File: src/rtl/sbio_tx_arbiter_if.sv
// Bus bundle between the two message requesters / receive side and the sbio
// transmit arbiter. The master side drives requests; the slave side is the arbiter.
interface sbio_tx_arbiter_if #(
    parameter int IO_BITS      = 2,
    parameter int PAYLOAD_BITS = 16
);
    logic [1:0]              req;
    logic [PAYLOAD_BITS-1:0] data0;
    logic [PAYLOAD_BITS-1:0] data1;
    logic                    rx_busy;
    logic [1:0]              ack;
    logic [IO_BITS-1:0]      tx_pins;
    logic                    tx_oe;
    logic                    busy;
    logic                    grant_id;

    modport master (
        output req, data0, data1, rx_busy,
        input  ack, tx_pins, tx_oe, busy, grant_id
    );

    modport slave (
        input  req, data0, data1, rx_busy,
        output ack, tx_pins, tx_oe, busy, grant_id
    );
endinterface

File: src/rtl/sbio_tx_arbiter.sv
// Two-requester arbiter for the half-duplex sbio transmit port: grants one message,
// then drives a start cycle and PAYLOAD_BITS/IO_BITS data cycles, LSB chunk first.
// Optional feature macro: SBIO_TX_ROUND_ROBIN_EN (round-robin tie break; default fixed priority).
module sbio_tx_arbiter #(
    parameter int IO_BITS      = 2,
    parameter int PAYLOAD_BITS = 16
) (
    input  logic              clk,
    input  logic              reset_n,
    sbio_tx_arbiter_if.slave  bus
);

    localparam int NCYC  = PAYLOAD_BITS / IO_BITS;
    localparam int CNT_W = (NCYC > 1) ? $clog2(NCYC) : 1;
    localparam logic [CNT_W-1:0] LAST_CNT = CNT_W'(NCYC - 1);

    typedef enum logic [1:0] {
        ST_IDLE  = 2'd0,
        ST_START = 2'd1,
        ST_SEND  = 2'd2
    } state_t;

    state_t                  state_r;
    logic [PAYLOAD_BITS-1:0] shift_r;
    logic [CNT_W-1:0]        cnt_r;
    logic [IO_BITS-1:0]      tx_pins_r;
    logic                    tx_oe_r;
    logic                    grant_id_r;
`ifdef SBIO_TX_ROUND_ROBIN_EN
    logic                    rr_r;
`endif

    logic                    grant_window_s;
    logic                    grant_ok_s;
    logic                    winner_s;
    logic [1:0]              ack_s;
    logic [PAYLOAD_BITS-1:0] win_data_s;

    // Start word: bit0 marks the frame, bit1 carries the requester id, rest zero.
    function automatic logic [IO_BITS-1:0] start_word(input logic id);
        logic [IO_BITS-1:0] w;
        w    = {IO_BITS{1'b0}};
        w[0] = 1'b1;
        w[1] = id;
        return w;
    endfunction

    // Winner selection among pending requests.
    always_comb begin
        winner_s = 1'b0;
`ifdef SBIO_TX_ROUND_ROBIN_EN
        if (bus.req == 2'b11) begin
            winner_s = rr_r;
        end else if (bus.req[1]) begin
            winner_s = 1'b1;
        end else begin
            winner_s = 1'b0;
        end
`else
        if (bus.req[0]) begin
            winner_s = 1'b0;
        end else if (bus.req[1]) begin
            winner_s = 1'b1;
        end else begin
            winner_s = 1'b0;
        end
`endif
    end

    // A grant may only land when the port is idle or on the last data cycle.
    always_comb begin
        grant_window_s = 1'b0;
        case (state_r)
            ST_IDLE:  grant_window_s = 1'b1;
            ST_SEND:  grant_window_s = (cnt_r == LAST_CNT);
            ST_START: grant_window_s = 1'b0;
            default:  grant_window_s = 1'b0;
        endcase
    end

    // Combinational acknowledge; forced low while reset is asserted.
    always_comb begin
        grant_ok_s = reset_n && (|bus.req) && !bus.rx_busy && grant_window_s;
        ack_s      = 2'b00;
        win_data_s = bus.data0;
        if (winner_s) begin
            win_data_s = bus.data1;
        end else begin
            win_data_s = bus.data0;
        end
        if (grant_ok_s) begin
            ack_s = winner_s ? 2'b10 : 2'b01;
        end else begin
            ack_s = 2'b00;
        end
    end

    // Frame sequencer with registered pad outputs.
    always_ff @(posedge clk or negedge reset_n) begin
        if (!reset_n) begin
            state_r    <= ST_IDLE;
            shift_r    <= {PAYLOAD_BITS{1'b0}};
            cnt_r      <= {CNT_W{1'b0}};
            tx_pins_r  <= {IO_BITS{1'b0}};
            tx_oe_r    <= 1'b0;
            grant_id_r <= 1'b0;
`ifdef SBIO_TX_ROUND_ROBIN_EN
            rr_r       <= 1'b0;
`endif
        end else if (grant_ok_s) begin
            state_r    <= ST_START;
            shift_r    <= win_data_s;
            cnt_r      <= {CNT_W{1'b0}};
            tx_pins_r  <= start_word(winner_s);
            tx_oe_r    <= 1'b1;
            grant_id_r <= winner_s;
`ifdef SBIO_TX_ROUND_ROBIN_EN
            rr_r       <= !winner_s;
`endif
        end else begin
            case (state_r)
                ST_IDLE: begin
                    tx_pins_r <= {IO_BITS{1'b0}};
                    tx_oe_r   <= 1'b0;
                end
                ST_START: begin
                    // Pins run one chunk behind the shifter, so pop the first chunk now.
                    state_r   <= ST_SEND;
                    cnt_r     <= {CNT_W{1'b0}};
                    tx_pins_r <= shift_r[IO_BITS-1:0];
                    shift_r   <= shift_r >> IO_BITS;
                    tx_oe_r   <= 1'b1;
                end
                ST_SEND: begin
                    if (cnt_r == LAST_CNT) begin
                        state_r   <= ST_IDLE;
                        cnt_r     <= {CNT_W{1'b0}};
                        tx_pins_r <= {IO_BITS{1'b0}};
                        tx_oe_r   <= 1'b0;
                    end else begin
                        cnt_r     <= cnt_r + CNT_W'(1);
                        tx_pins_r <= shift_r[IO_BITS-1:0];
                        shift_r   <= shift_r >> IO_BITS;
                        tx_oe_r   <= 1'b1;
                    end
                end
                default: begin
                    state_r   <= ST_IDLE;
                    cnt_r     <= {CNT_W{1'b0}};
                    tx_pins_r <= {IO_BITS{1'b0}};
                    tx_oe_r   <= 1'b0;
                end
            endcase
        end
    end

    assign bus.ack      = ack_s;
    assign bus.tx_pins  = tx_pins_r;
    assign bus.tx_oe    = tx_oe_r;
    assign bus.grant_id = grant_id_r;
    assign bus.busy     = (state_r != ST_IDLE);

endmodule

File: src/flat_wrapper.sv
// flat-port wrapper written by rule: the top's interface ports become plain ports
module sbio_tx_arbiter_flat 
#(
    parameter int IO_BITS      = 2,
    parameter int PAYLOAD_BITS = 16
)
  (clk, reset_n, bus_req, bus_data0, bus_data1, bus_rx_busy, bus_ack, bus_tx_pins, bus_tx_oe, bus_busy, bus_grant_id);
  sbio_tx_arbiter_if #(.IO_BITS(IO_BITS), .PAYLOAD_BITS(PAYLOAD_BITS)) bus_i ();
  input  logic clk;
  input  logic reset_n;
  input wire logic [$bits(bus_i.req)-1:0] bus_req;
  input wire logic [$bits(bus_i.data0)-1:0] bus_data0;
  input wire logic [$bits(bus_i.data1)-1:0] bus_data1;
  input wire logic [$bits(bus_i.rx_busy)-1:0] bus_rx_busy;
  output wire logic [$bits(bus_i.ack)-1:0] bus_ack;
  output wire logic [$bits(bus_i.tx_pins)-1:0] bus_tx_pins;
  output wire logic [$bits(bus_i.tx_oe)-1:0] bus_tx_oe;
  output wire logic [$bits(bus_i.busy)-1:0] bus_busy;
  output wire logic [$bits(bus_i.grant_id)-1:0] bus_grant_id;
  assign bus_i.req = bus_req;
  assign bus_i.data0 = bus_data0;
  assign bus_i.data1 = bus_data1;
  assign bus_i.rx_busy = bus_rx_busy;
  assign bus_ack = bus_i.ack;
  assign bus_tx_pins = bus_i.tx_pins;
  assign bus_tx_oe = bus_i.tx_oe;
  assign bus_busy = bus_i.busy;
  assign bus_grant_id = bus_i.grant_id;
  sbio_tx_arbiter #(.IO_BITS(IO_BITS), .PAYLOAD_BITS(PAYLOAD_BITS)) u_core (.clk(clk), .reset_n(reset_n), .bus(bus_i));
endmodule
File: config.mk
export PLATFORM = sky130hd
export DESIGN_NAME = sbio_tx_arbiter_flat
export DESIGN_NICKNAME = d
export VERILOG_FILES = /design/src/rtl/sbio_tx_arbiter_if.sv /design/src/rtl/sbio_tx_arbiter.sv /design/src/flat_wrapper.sv
export SDC_FILE = /design/constraint.sdc
export NUM_CORES = 1
export LEC_CHECK = 0
export ABC_AREA = 1
export CORE_ASPECT_RATIO = 1.1
export CORE_MARGIN = 2
export CORE_UTILIZATION = 43
export DETAILED_ROUTE_END_ITERATION = 16
export GPL_TIMING_DRIVEN = 0
export PLACE_DENSITY = 0.78
export RECOVER_POWER = 25
export SYNTH_ARGS = -nofsm -noshare
export SYNTH_HDL_FRONTEND = slang
export SYNTH_SLANG_ARGS = --single-unit
export TNS_END_PERCENT = 1
File: constraint.sdc
create_clock -name clk -period 1.65 [get_ports clk]
set_input_delay 0.33 -clock clk [delete_from_list [all_inputs] [get_ports clk]]
set_output_delay 0.33 -clock clk [all_outputs]
set_load 0.01 [all_outputs]
* After elaboration in Yosys (flattened, before gate mapping)
Index checks and enable logic that the tools add are counted.
** Word-level totals
- Output and inout bits :: 7
- Bits in registers :: 25
** Cells by class
- Equal/unequal tests :: 6
- Muxes and demuxes :: 21
- Reductions and logical operators :: 10
- Add/sub/neg operators :: 1
** Operators by type and width (count)
- $mux 16 :: 3
- $pmux 16 s2 :: 1
- $mux 2 :: 6
- $mux 3 :: 2
- $pmux 2 s3 :: 1
- $pmux 3 s2 :: 1
- $mux 1 :: 4
- $pmux 1 s2 :: 2
- $pmux 2 s2 :: 1
- $reduce_and 2->1 :: 2
- $add 3x1->3 const B :: 1
- $eq 3x3->1 const B :: 1
- $logic_and 1x1->1 :: 3
- $ne 3x1->1 const B :: 1
- $ne 3x2->1 const B :: 1
- $reduce_bool 3->1 :: 1
- $eq 2x1->1 const B :: 1
- $eq 2x2->1 const B :: 1
- $logic_not 2->1 :: 1
- $ne 2x1->1 const B :: 1
- $reduce_bool 2->1 :: 1
- $reduce_or 2->1 :: 1
- $logic_not 1->1 :: 1

* Depth between registers and ports, before layout
Gate-level depths: netlist (run 1).
- Depth after elaboration :: 6
- Depth in mapped cells :: 9
- Gate-level depth less buffers :: 8

* Worst setup path before layout (run 1)
Ideal clock, no wire load.
- Path kind :: reg-to-output
- Start :: register u_core.state_r[0]
- End :: output bus_ack[0]
- Stages on the path, launching flop included :: 8
- Arrival time :: 1.364 ns
- Slack :: -0.044 ns
- Data required time :: 1.320 ns
- Buffers on the path :: 1
- Path through :: dfrtp_1 inv_1 ha_1 inv_1 nand2_4 nand3_4 buf_6 nor2_1
** On the way
- Cells in the longest elaborated chain, start to end :: 4
** RTL lines
- start, declared :: line sbio_tx_arbiter.sv:23 : state_t state_r;
- start signal, assigned :: line sbio_tx_arbiter.sv:101 : state_r <= ST_IDLE;
- start signal, assigned :: line sbio_tx_arbiter.sv:111 : state_r <= ST_START;
- start signal, assigned :: line sbio_tx_arbiter.sv:128 : state_r <= ST_SEND;
- $eq 2x2->1 or $logic_not 2->1 (tied branches) :: line sbio_tx_arbiter.sv:73 : case (state_r)
- $pmux 1 s2 * :: line sbio_tx_arbiter.sv:73
- $logic_and 1x1->1 * :: line sbio_tx_arbiter.sv:83 : grant_ok_s = reset_n && (|bus.req) && !bus.rx_busy && grant_window_s;
- $mux 2 * :: line sbio_tx_arbiter.sv:91 : if (grant_ok_s) begin
- end, declared :: line flat_wrapper.sv:15 : output wire logic [$bits(bus_i.ack)-1:0] bus_ack;
Mark *: on every way between the ends. The rest lies on a longest branch, timed or not.

* Worst setup path in the final report (run 1)
- Start :: register u_core.cnt_r[0]
- End :: output bus_ack[0]
** On the way
- Cells in the longest elaborated chain, start to end :: 4
** RTL lines
- start, declared :: line sbio_tx_arbiter.sv:25 : logic [CNT_W-1:0] cnt_r;
- start signal, assigned :: line sbio_tx_arbiter.sv:103 : cnt_r <= {CNT_W{1'b0}};
- start signal, assigned :: line sbio_tx_arbiter.sv:113 : cnt_r <= {CNT_W{1'b0}};
- start signal, assigned :: line sbio_tx_arbiter.sv:129 : cnt_r <= {CNT_W{1'b0}};
- $eq 3x3->1 :: line sbio_tx_arbiter.sv:75 : ST_SEND: grant_window_s = (cnt_r == LAST_CNT);
- $pmux 1 s2 :: line sbio_tx_arbiter.sv:73
- $logic_and 1x1->1 :: line sbio_tx_arbiter.sv:83
- $mux 2 :: line sbio_tx_arbiter.sv:91
No other way between the ends.

==> impl_metrics.tcl, run 1 <==
set metrics [dict create \
    syn-cell-area_um2 1580 \
    syn_to_final_growth_pct 42.5 \
    drv_slew 0 \
    critPathArrivalTime_ns 1.53 \
    powerDensity_nw_per_um2 1240 \
    wirelength_mm 3.69 \
    wl_per_cell_um 11.7 \
    relSlewSlack_pct 58.5 \
    crit_type "flip-flop to primary output" \
    first_global_vias 1413 \
    place_congestion 0.813 \
    first_iter_violations 56 \
    cts.path.max_buffers 2 \
    die_area_um2 4180 \
    firstDrtPassIters 4 \
    crit_chain "ha_4 > ha_4 > nand2_4 > nand2_4 > nand3_4 > buf_6 > nor2_2 > buf_2" \
    synth_adder_area_share_pct 5.54 \
    post_dp_cell_area_um2 2080 \
    rsz0062_at_grt "true" \
    clockRootBuffer "clkbuf_8" \
    finalClockSkew_ns 0.00588 \
    cpPeakStageDelay_ns 0.41 \
    dp_slack_ns -1.63 \
    synthSimpleGateAreaFrac_pct 43.8 \
    synth.avg_cell_area_um2 7.60 \
    irDropWorstVdd_uv 551 \
    die_width_um 61.8 \
    utilization_pct 62.6 \
    routed_via_density 4.86 \
    worst_slew_pin_slew_ns 0.622 \
    num_antenna_cells 0 \
    synthMuxAreaShare_pct 0 \
    synth_xor_area_share_pct 0 \
    fin_crit_ns 1.86 \
    synth_warnings 0 \
    holdWs_ns 0.486 \
    ys_ff_latch 25 \
    worst_slack_ns -0.207 \
    syn-num-nets 252 \
    fmax_mhz 539 \
    ys_seq_area_share_pct 39.6 \
    setup-violations-final 2 \
    cts_tree "yes" \
    status "finished, violations left" \
    cp.required_ns 1.32 \
    hold_class "flip-flop to flip-flop" \
    grt_util_all_layers_pct 19.3 \
    cts.sinks 25 \
    cp_slowest_cell "dfrtp_1" \
    violations "setup timing" \
    fin_crit_sh_pct 113 \
    synth_cell_types 23 \
    layout-drive-gt1-share_pct 19.9 \
    vias 1536 \
    crit_path_start_kind "flip-flop" \
    final_cell_mix "nand2_1, nand3_1, clkdlybuf4s50_1" \
    worstPathMaxFanout 3 \
    ant_nets 0 \
    grt_max_degree 26 \
    fp-row-count 23 \
    clk_pin_slew_worst_paths_ns 0.09 \
    initial_core_util_pct 44.0 \
    final_common_cell "nand2_1" \
    synth_compound_area_share_pct 1.58 \
    end_kind "primary output" \
    port_buffers 43 \
    power_leakage_nw 1.15 \
    fp.coreArea_um2 3600 \
    io_pins 44 \
    overflow 0 \
    synth_top_family_by_area "simple AND/OR/NAND/NOR gates" \
    drv_cap 0 \
    dpl.hpwl_mm 2.53 \
    route.detailed.drc 0 \
    die_h_um 67.6 \
    antenna_found_initial 0 \
    syn_inst 208 \
    cts_buffers 3 \
    h-tree-depth 1 \
    grt_pass1_wl_mm 6.12 \
    insertion_delay_ns 0.27 \
    final_cell_area_um2 2250 \
    finalNetCount 311 \
    hold_viol_final 0 \
]
==> where the power goes <==
part	switching [mW]	total, mW	internal, mW
registers	0.123	0.954	0.831
logic	0.798	1.48	0.686
clock network	0.189	0.362	0.173
total	1.11	2.80	1.69
==> state kept, by name (all words and copies together) (netlist names) <==
| name | flops |
|---|---|
| u_core.state_r | 2 |
| u_core.shift_r | 16 |
| u_core.bus.grant_id | 1 |
| u_core.bus.tx_pins | 2 |
| u_core.cnt_r | 3 |
| u_core.bus.tx_oe | 1 |
==> critical path: cells and delay by family (launching register included) <==
family                     cells  cell delay [ns]
buffers and inverters          2             0.27
DFF                            1             0.41
and+or+nand+nor                4             0.29
adders and majority gates      2             0.30
==> layout make-up <==
| type | instances | area (um2) |
|---|---|---|
| clock buffers | 4 | 45.0 |
| fillers | 332 | 1340 |
| inverters | 16 | 65.1 |
| flip-flops and latches | 25 | 626 |
| well taps | 50 | 62.6 |
| repair buffers | 54 | 492 |
| plain buffers | 8 | 90.1 |
| multi-input cells | 159 | 873 |
==> through the flow <==
| stage | power, mW | cells | TNS, ns |
|---|---|---|---|
| floorplan | 1.89 | 208 | 0 |
| global placement | 2.25 | 301 | -27.71 |
| detailed placement | 2.29 | 301 | -29.45 |
| CTS | 2.79 | 314 | -0.326 |
| global route | 3.04 | 316 | -0.477 |
| finish | 2.80 | 316 | -0.348 |
==> metal layers <==
metal | share of wire [%] | GRT usage [%] | up-vias
li1 | - | - | 783
met1 | 42 | 23.3 | 715
met2 | 54 | 35.3 | 34
met3 | 3.3 | 3.26 | 4
met4 | 0.70 | 3.99 | 0
met5 | 0 | 0 | -
==> cells by family after synthesis <==
kind of cell,after synthesis
AOI/OAI and AO/OA,5
adders and majority gates,7
buffers and inverters,24
DFF,25
and+or+nand+nor,147
==> path summary, 6_finish.rpt <==
check | from | endpoint | slack [ns] | depth (start not counted)
setup reg to reg | u_core.cnt_r[0]$_DFFE_PN0P_ | u_core.cnt_r[0]$_DFFE_PN0P_ | 0.10 | 8
min in group asynchronous | reset_n | u_core.cnt_r[0]$_DFFE_PN0P_ | 0.78 | 3
setup / recovery | u_core.cnt_r[0]$_DFFE_PN0P_ | bus_ack[0] | -0.21 | 8
max in group asynchronous | reset_n | u_core.shift_r[9]$_DFFE_PN0P_ | 0.46 | 3
hold / removal | u_core.bus.grant_id$_DFFE_PN0P_ | u_core.bus.grant_id$_DFFE_PN0P_ | 0.49 | 2
hold reg to reg | u_core.bus.grant_id$_DFFE_PN0P_ | u_core.bus.grant_id$_DFFE_PN0P_ | 0.49 | 2
==> timing repair <==
item,in CTS,in global routing
gates resized for setup,31,3
endpoints found under the setup margin,28,5
hold buffers,2,0
buffers inserted,7,2
hold endpoints to repair,25,0
pin swaps,1,1
==> synthesized netlist by cell type <==
| cell type | n | share of area [%] |
|---|---|---|
| nand2_1 | 83 | 20 |
| nand3_1 | 44 | 14 |
| dfrtp_1 | 25 | 40 |
| inv_1 | 12 | 2.8 |
| ha_1 | 7 | 5.5 |
| nand2_2 | 5 | 2.0 |
| nand3_2 | 5 | 3.2 |
| nor2_1 | 5 | 1.2 |
| o21ai_0 | 4 | 1.3 |
| buf_6 | 3 | 2.1 |
| inv_2 | 3 | 0.71 |
| a21oi_1 | 1 | 0.32 |
| buf_12 | 1 | 1.3 |
| buf_2 | 1 | 0.32 |
| buf_4 | 1 | 0.47 |
| clkbuf_4 | 1 | 0.47 |
| clkbuf_8 | 1 | 0.87 |
| inv_4 | 1 | 0.40 |
| nand2_4 | 1 | 0.71 |
| nand3_4 | 1 | 1.1 |
| nor2_2 | 1 | 0.40 |
| nor2_8 | 1 | 1.3 |
| or2_2 | 1 | 0.40 |
Note: power is estimated with default switching activity, not from simulation.
==> run 2: changes to the inputs <==
Settings changed: SKIP_CTS_REPAIR_TIMING set to 1.
==> impl_metrics.tcl, run 2 (synthesis gave the netlist of run 1 again) <==
set metrics [dict create \
    status "finished, violations left" \
    violations "hold timing, setup timing" \
    holdWs_ns -0.0229 \
    worst_slack_ns -0.271 \
    worst_slew_pin_slew_ns 0.351 \
    insertion_delay_ns 0.27 \
    dp_slack_ns -1.63 \
    grt_util_all_layers_pct 18.0 \
    relSlewSlack_pct 76.6 \
    power_mw 2.81 \
    ant_nets 0 \
    path_buf_inv 2 \
    reg2reg_from "u_core.cnt_r[0]$_DFFE_PN0P_" \
    finalClockSkew_ns 0.00251 \
    dpl.cell_count 301 \
    fp-row-count 23 \
    regMostFlops "u_core.shift_r" \
    num_antenna_cells 0 \
    powerDensity_nw_per_um2 1230 \
    grt_max_degree 27 \
    irDropWorstVdd_uv 557 \
    route.detailed.drc 0 \
    fmax_mhz 521 \
    die_h_um 67.6 \
    power_leakage_nw 1.18 \
    setup-violations-final 2 \
    cts.path.max_buffers 2 \
    h-tree-depth 1 \
    reg2reg_to "u_core.bus.grant_id$_DFFE_PN0P_" \
    io_pins 44 \
    grt_pass1_wl_mm 5.75 \
    fin_crit_ns 1.92 \
    reg2reg_depth 10 \
    cts.sinks 25 \
    seq_area_um2 626 \
    fin_crit_sh_pct 116 \
    syn_to_final_growth_pct 44.3 \
    die_width_um 61.8 \
    hold_viol_final 25 \
    stdcell_count 318 \
    place_congestion 0.813 \
    die_area_um2 4180 \
    first_global_vias 1323 \
    crit_type "flip-flop to primary output" \
    cp.required_ns 1.32 \
    vias 1532 \
    cp_slowest_cell "dfrtp_1" \
    tns_ns -0.466 \
    port_buffers 43 \
    cpPeakStageDelay_ns 0.42 \
    initial_core_util_pct 44.0 \
    finalNetCount 313 \
    routed_via_density 4.82 \
    fp.coreArea_um2 3600 \
    r2r_slack_ns 0.06 \
    rsz0062_at_grt "true" \
    worstPathMaxFanout 6 \
    cts_tree "yes" \
    critPathArrivalTime_ns 1.59 \
    cts_buffers 3 \
    drv_slew 0 \
    clk_pin_slew_worst_paths_ns 0.09 \
    firstDrtPassIters 4 \
    crit_path_start_kind "flip-flop" \
    layout-drive-gt1-share_pct 20.9 \
    n_fill_cell 337 \
    antenna_found_initial 0 \
    final_cell_mix "nand2_1, nand3_1, clkdlybuf4s50_1" \
    wirelength_mm 3.52 \
    wl_per_cell_um 11.1 \
    largest_register_ffs 16 \
    clockRootBuffer "clkbuf_8" \
    reg.largest.list "u_core.shift_r (16), u_core.cnt_r (3)" \
    hold_class "input pin to asynchronous set/reset pin" \
    path_delay_family "flip-flops" \
    end_kind "primary output" \
    overflow 0 \
    crit_chain "ha_4 > ha_4 > nand2_4 > nand2_4 > nand3_4 > buf_6 > nor2_2 > buf_2" \
    final_common_cell "nand2_1" \
    drv_cap 0 \
    dpl.hpwl_mm 2.53 \
    multi_input_comb_area_um2 878 \
    first_iter_violations 69 \
]
[run 2: cell types whose count changed in the layout (fill, tap and decap cells not counted), sizes merged]
cell | before | now
buf | 17 | 19
dlymetal6s2s | 0 | 1
dlygate4sd3 | 1 | 0
[run 2: worst register-to-register path: cells and delay by family (launching register included)]
kind	cells	cell delay (ns)
buffers and inverters	3	0.42
adders and majority gates	2	0.32
and+or+nand+nor	5	0.35
DFF	1	0.42
[run 2: worst max path at each step]
| stage | start | end | depth (start not counted) | slack [ns] |
|---|---|---|---|---|
| 6_report | u_core.cnt_r[0]$_DFFE_PN0P_ | bus_ack[0] | 8 | -0.27 |
| 5_1_grt | u_core.state_r[0]$_DFFE_PN0P_ | bus_ack[0] | 8 | -0.35 |
| 4_1_cts | reset_n | bus_ack[0] | 7 | -1.63 |
| 3_5_place_dp | reset_n | bus_ack[0] | 7 | -1.63 |
| 3_3_place_gp | reset_n | bus_ack[0] | 7 | -1.60 |
| 2_1_floorplan | u_core.state_r[0]$_DFFE_PN0P_ | bus_ack[0] | 7 | 0.000003 |
[run 2: per-layer routing]
layer | track usage [%] | vias to the layer above | part of all wire (%)
li1 | - | 786 | -
met2 | 32.8 | 31 | 53
met1 | 22.1 | 710 | 43
met4 | 2.93 | 0 | 0.51
met5 | 0 | - | 0
met3 | 3.07 | 5 | 3.4
[run 2: metrics by stage]
| step | hold slack [ns] | instance area, um2 | utilization, % |
|---|---|---|---|
| after floorplan | 0.0344 | 1580 | - |
| after global placement | 0.464 | 2080 | 57.7 |
| after detailed placement | 0.471 | 2080 | 57.7 |
| after CTS | 0.491 | 2120 | 59.0 |
| after global routing | 0.0103 | 2280 | 63.4 |
| final | -0.0229 | 2280 | 63.4 |
[run 2: layout make-up]
class | count | area share [%]
Multi-Input combinational cell | 159 | 38.5
Sequential cell | 25 | 27.4
Timing Repair Buffer | 56 | 22.7
Buffer | 8 | 3.95
Inverter | 16 | 2.74
Tap cell | 50 | 2.74
Clock buffer | 4 | 1.97
[run 2: where the power goes]
group	internal [mW]	switching, mW
clock	0.173	0.193
combinational	0.711	0.780
sequential	0.831	0.126
total	1.71	1.10
==> run 3: changes to the inputs <==
Settings changed: CTS_CLUSTER_SIZE set to 12, PLACE_DENSITY 0.78 to 0.88.
==> impl_metrics.tcl, run 3 (synthesis gave the netlist of run 1 again) <==
set metrics [dict create \
    status "finished, violations left" \
    finalClockSkew_ns 0.00292 \
    cp_slowest_cell "dfrtp_1" \
    whs_path_depth 2 \
    p_int_mw 1.73 \
    insertion_delay_ns 0.27 \
    route.detailed.drc 0 \
    tns_ns -0.491 \
    h-tree-depth 1 \
    fmax_mhz 517 \
    port_buffers 43 \
    grt_util_all_layers_pct 18.1 \
    overflow 0 \
    initial_core_util_pct 44.0 \
    p_clk_share_pct 12.6 \
    violations "setup timing" \
    worstPathMaxFanout 8 \
    die_h_um 67.6 \
    cts_buffers 3 \
    final_common_cell "nand2_1" \
    reg2reg_from "u_core.cnt_r[0]$_DFFE_PN0P_" \
    path_delay_family "flip-flops" \
    hold_viol_final 0 \
    die_width_um 61.8 \
    crit_type "flip-flop to primary output" \
    fp.coreArea_um2 3600 \
    crit_chain "inv_2 > ha_4 > nand2_4 > nand2_4 > nand3_4 > buf_8 > nor2_2 > buf_2" \
    cts.path.max_buffers 2 \
    firstDrtPassIters 4 \
    io_pins 44 \
    power_leakage_nw 1.17 \
    finalNetCount 313 \
    place_congestion 0.797 \
    whs_endpoint "u_core.bus.grant_id$_DFFE_PN0P_" \
    regMostFlops "u_core.shift_r" \
    ant_nets 0 \
    hold_start "u_core.bus.grant_id$_DFFE_PN0P_" \
    seq_area_um2 626 \
    largest_register_ffs 16 \
    multi_input_comb_area_um2 868 \
    dpl.hpwl_mm 2.58 \
    end_kind "primary output" \
    cpPeakStageDelay_ns 0.43 \
    first_iter_violations 136 \
    utilization_pct 63.3 \
    r2r_slack_ns 0.08 \
    fp-row-count 23 \
    syn_to_final_growth_pct 44.1 \
    first_global_vias 1350 \
    cts.sinks 25 \
    holdWs_ns 0.483 \
    antenna_found_initial 0 \
    crit_top_cell "nand2_4" \
    die_area_um2 4180 \
    grt_max_degree 27 \
    layout-drive-gt1-share_pct 20.1 \
    dp_slack_ns -1.63 \
    relSlewSlack_pct 56.0 \
    path_buf_inv 3 \
    worst_slack_ns -0.283 \
    fin_crit_ns 1.93 \
    rsz0062_at_grt "true" \
    n_fill_cell 315 \
    p_sw_mw 1.15 \
    p_seq_share_pct 33.5 \
    netSwitchingFraction_pct 40.0 \
    reg.largest.list "u_core.shift_r (16), u_core.cnt_r (3)" \
    hold_class "flip-flop to flip-flop" \
    reg2reg_to "u_core.shift_r[0]$_DFFE_PN0P_" \
    num_antenna_cells 0 \
    reg2reg_depth 10 \
    pwr-share-comb_pct 53.9 \
    drv_slew 0 \
    cp.required_ns 1.32 \
    wirelength_mm 3.83 \
    crit_path_start_kind "flip-flop" \
    setup-violations-final 2 \
    cts_tree "yes" \
    critPathArrivalTime_ns 1.60 \
    drv_cap 0 \
    fin_crit_sh_pct 117 \
    grt_pass1_wl_mm 5.75 \
    routed_via_density 4.89 \
    powerDensity_nw_per_um2 1270 \
    clk_pin_slew_worst_paths_ns 0.09 \
    final_cell_mix "nand2_1, nand3_1, clkdlybuf4s50_1" \
    wl_per_cell_um 12.0 \
    clockRootBuffer "clkbuf_8" \
    vias 1556 \
    irDropWorstVdd_uv 597 \
    worst_slew_pin_slew_ns 0.657 \
]
[run 3: cell types whose count changed in the layout (fill, tap and decap cells not counted), sizes merged]
cell         before  now
buf              19   17
dlygate4sd3       0    2
clkbuf            9    8
clkinv            0    1
[run 3: area by class of cell]
cell class | count | area share, %
Inverter | 16 | 2.75
Sequential cell | 25 | 27.5
Buffer | 8 | 4.12
Clock buffer | 3 | 1.81
Timing Repair Buffer | 56 | 22.8
Clock inverter | 1 | 0.220
Multi-Input combinational cell | 159 | 38.1
Tap cell | 50 | 2.75
[run 3: power by group through the flow]
stage	logic (mW)	clock network, mW	registers, mW
after global placement	1.29	0	0.951
final	1.55	0.364	0.967
after floorplan	0.939	0	0.949
after global routing	1.71	0.403	0.992
after detailed placement	1.34	0	0.962
after CTS	1.35	0.368	0.954
[run 3: metal layers]
metal,GRT usage [%],vias to the layer above,part of all wire (%)
met5,0,-,0
li1,-,784,-
met2,31.3,47,54
met3,3.83,10,4.7
met1,22.5,715,39
met4,4.52,0,1.9
[run 3: worst max-delay path by stage]
stage	startpoint	end	cells past startpoint	slack [ns]
after floorplan	u_core.state_r[0]$_DFFE_PN0P_	bus_ack[0]	7	0.000003
after global placement	reset_n	bus_ack[0]	7	-1.58
after detailed placement	reset_n	bus_ack[0]	7	-1.63
after CTS	reset_n	bus_ack[0]	7	-1.64
after global routing	u_core.state_r[0]$_DFFE_PN0P_	bus_ack[0]	8	-0.37
final	u_core.state_r[0]$_DFFE_PN0P_	bus_ack[0]	8	-0.28
[run 3: stage by stage]
step	power [mW]	cell area, um2	std cells
6_report	2.89	2280	318
5_1_grt	3.11	2280	318
4_1_cts	2.67	2120	305
3_5_place_dp	2.30	2080	301
3_3_place_gp	2.24	2080	301
2_1_floorplan	1.89	1580	208
[run 3: tightest hold or removal path, cell delays in order, from the launching register on]
cell     delay [ns]
dfrtp_1        0.35
nand2_1        0.05
nand2_1        0.05
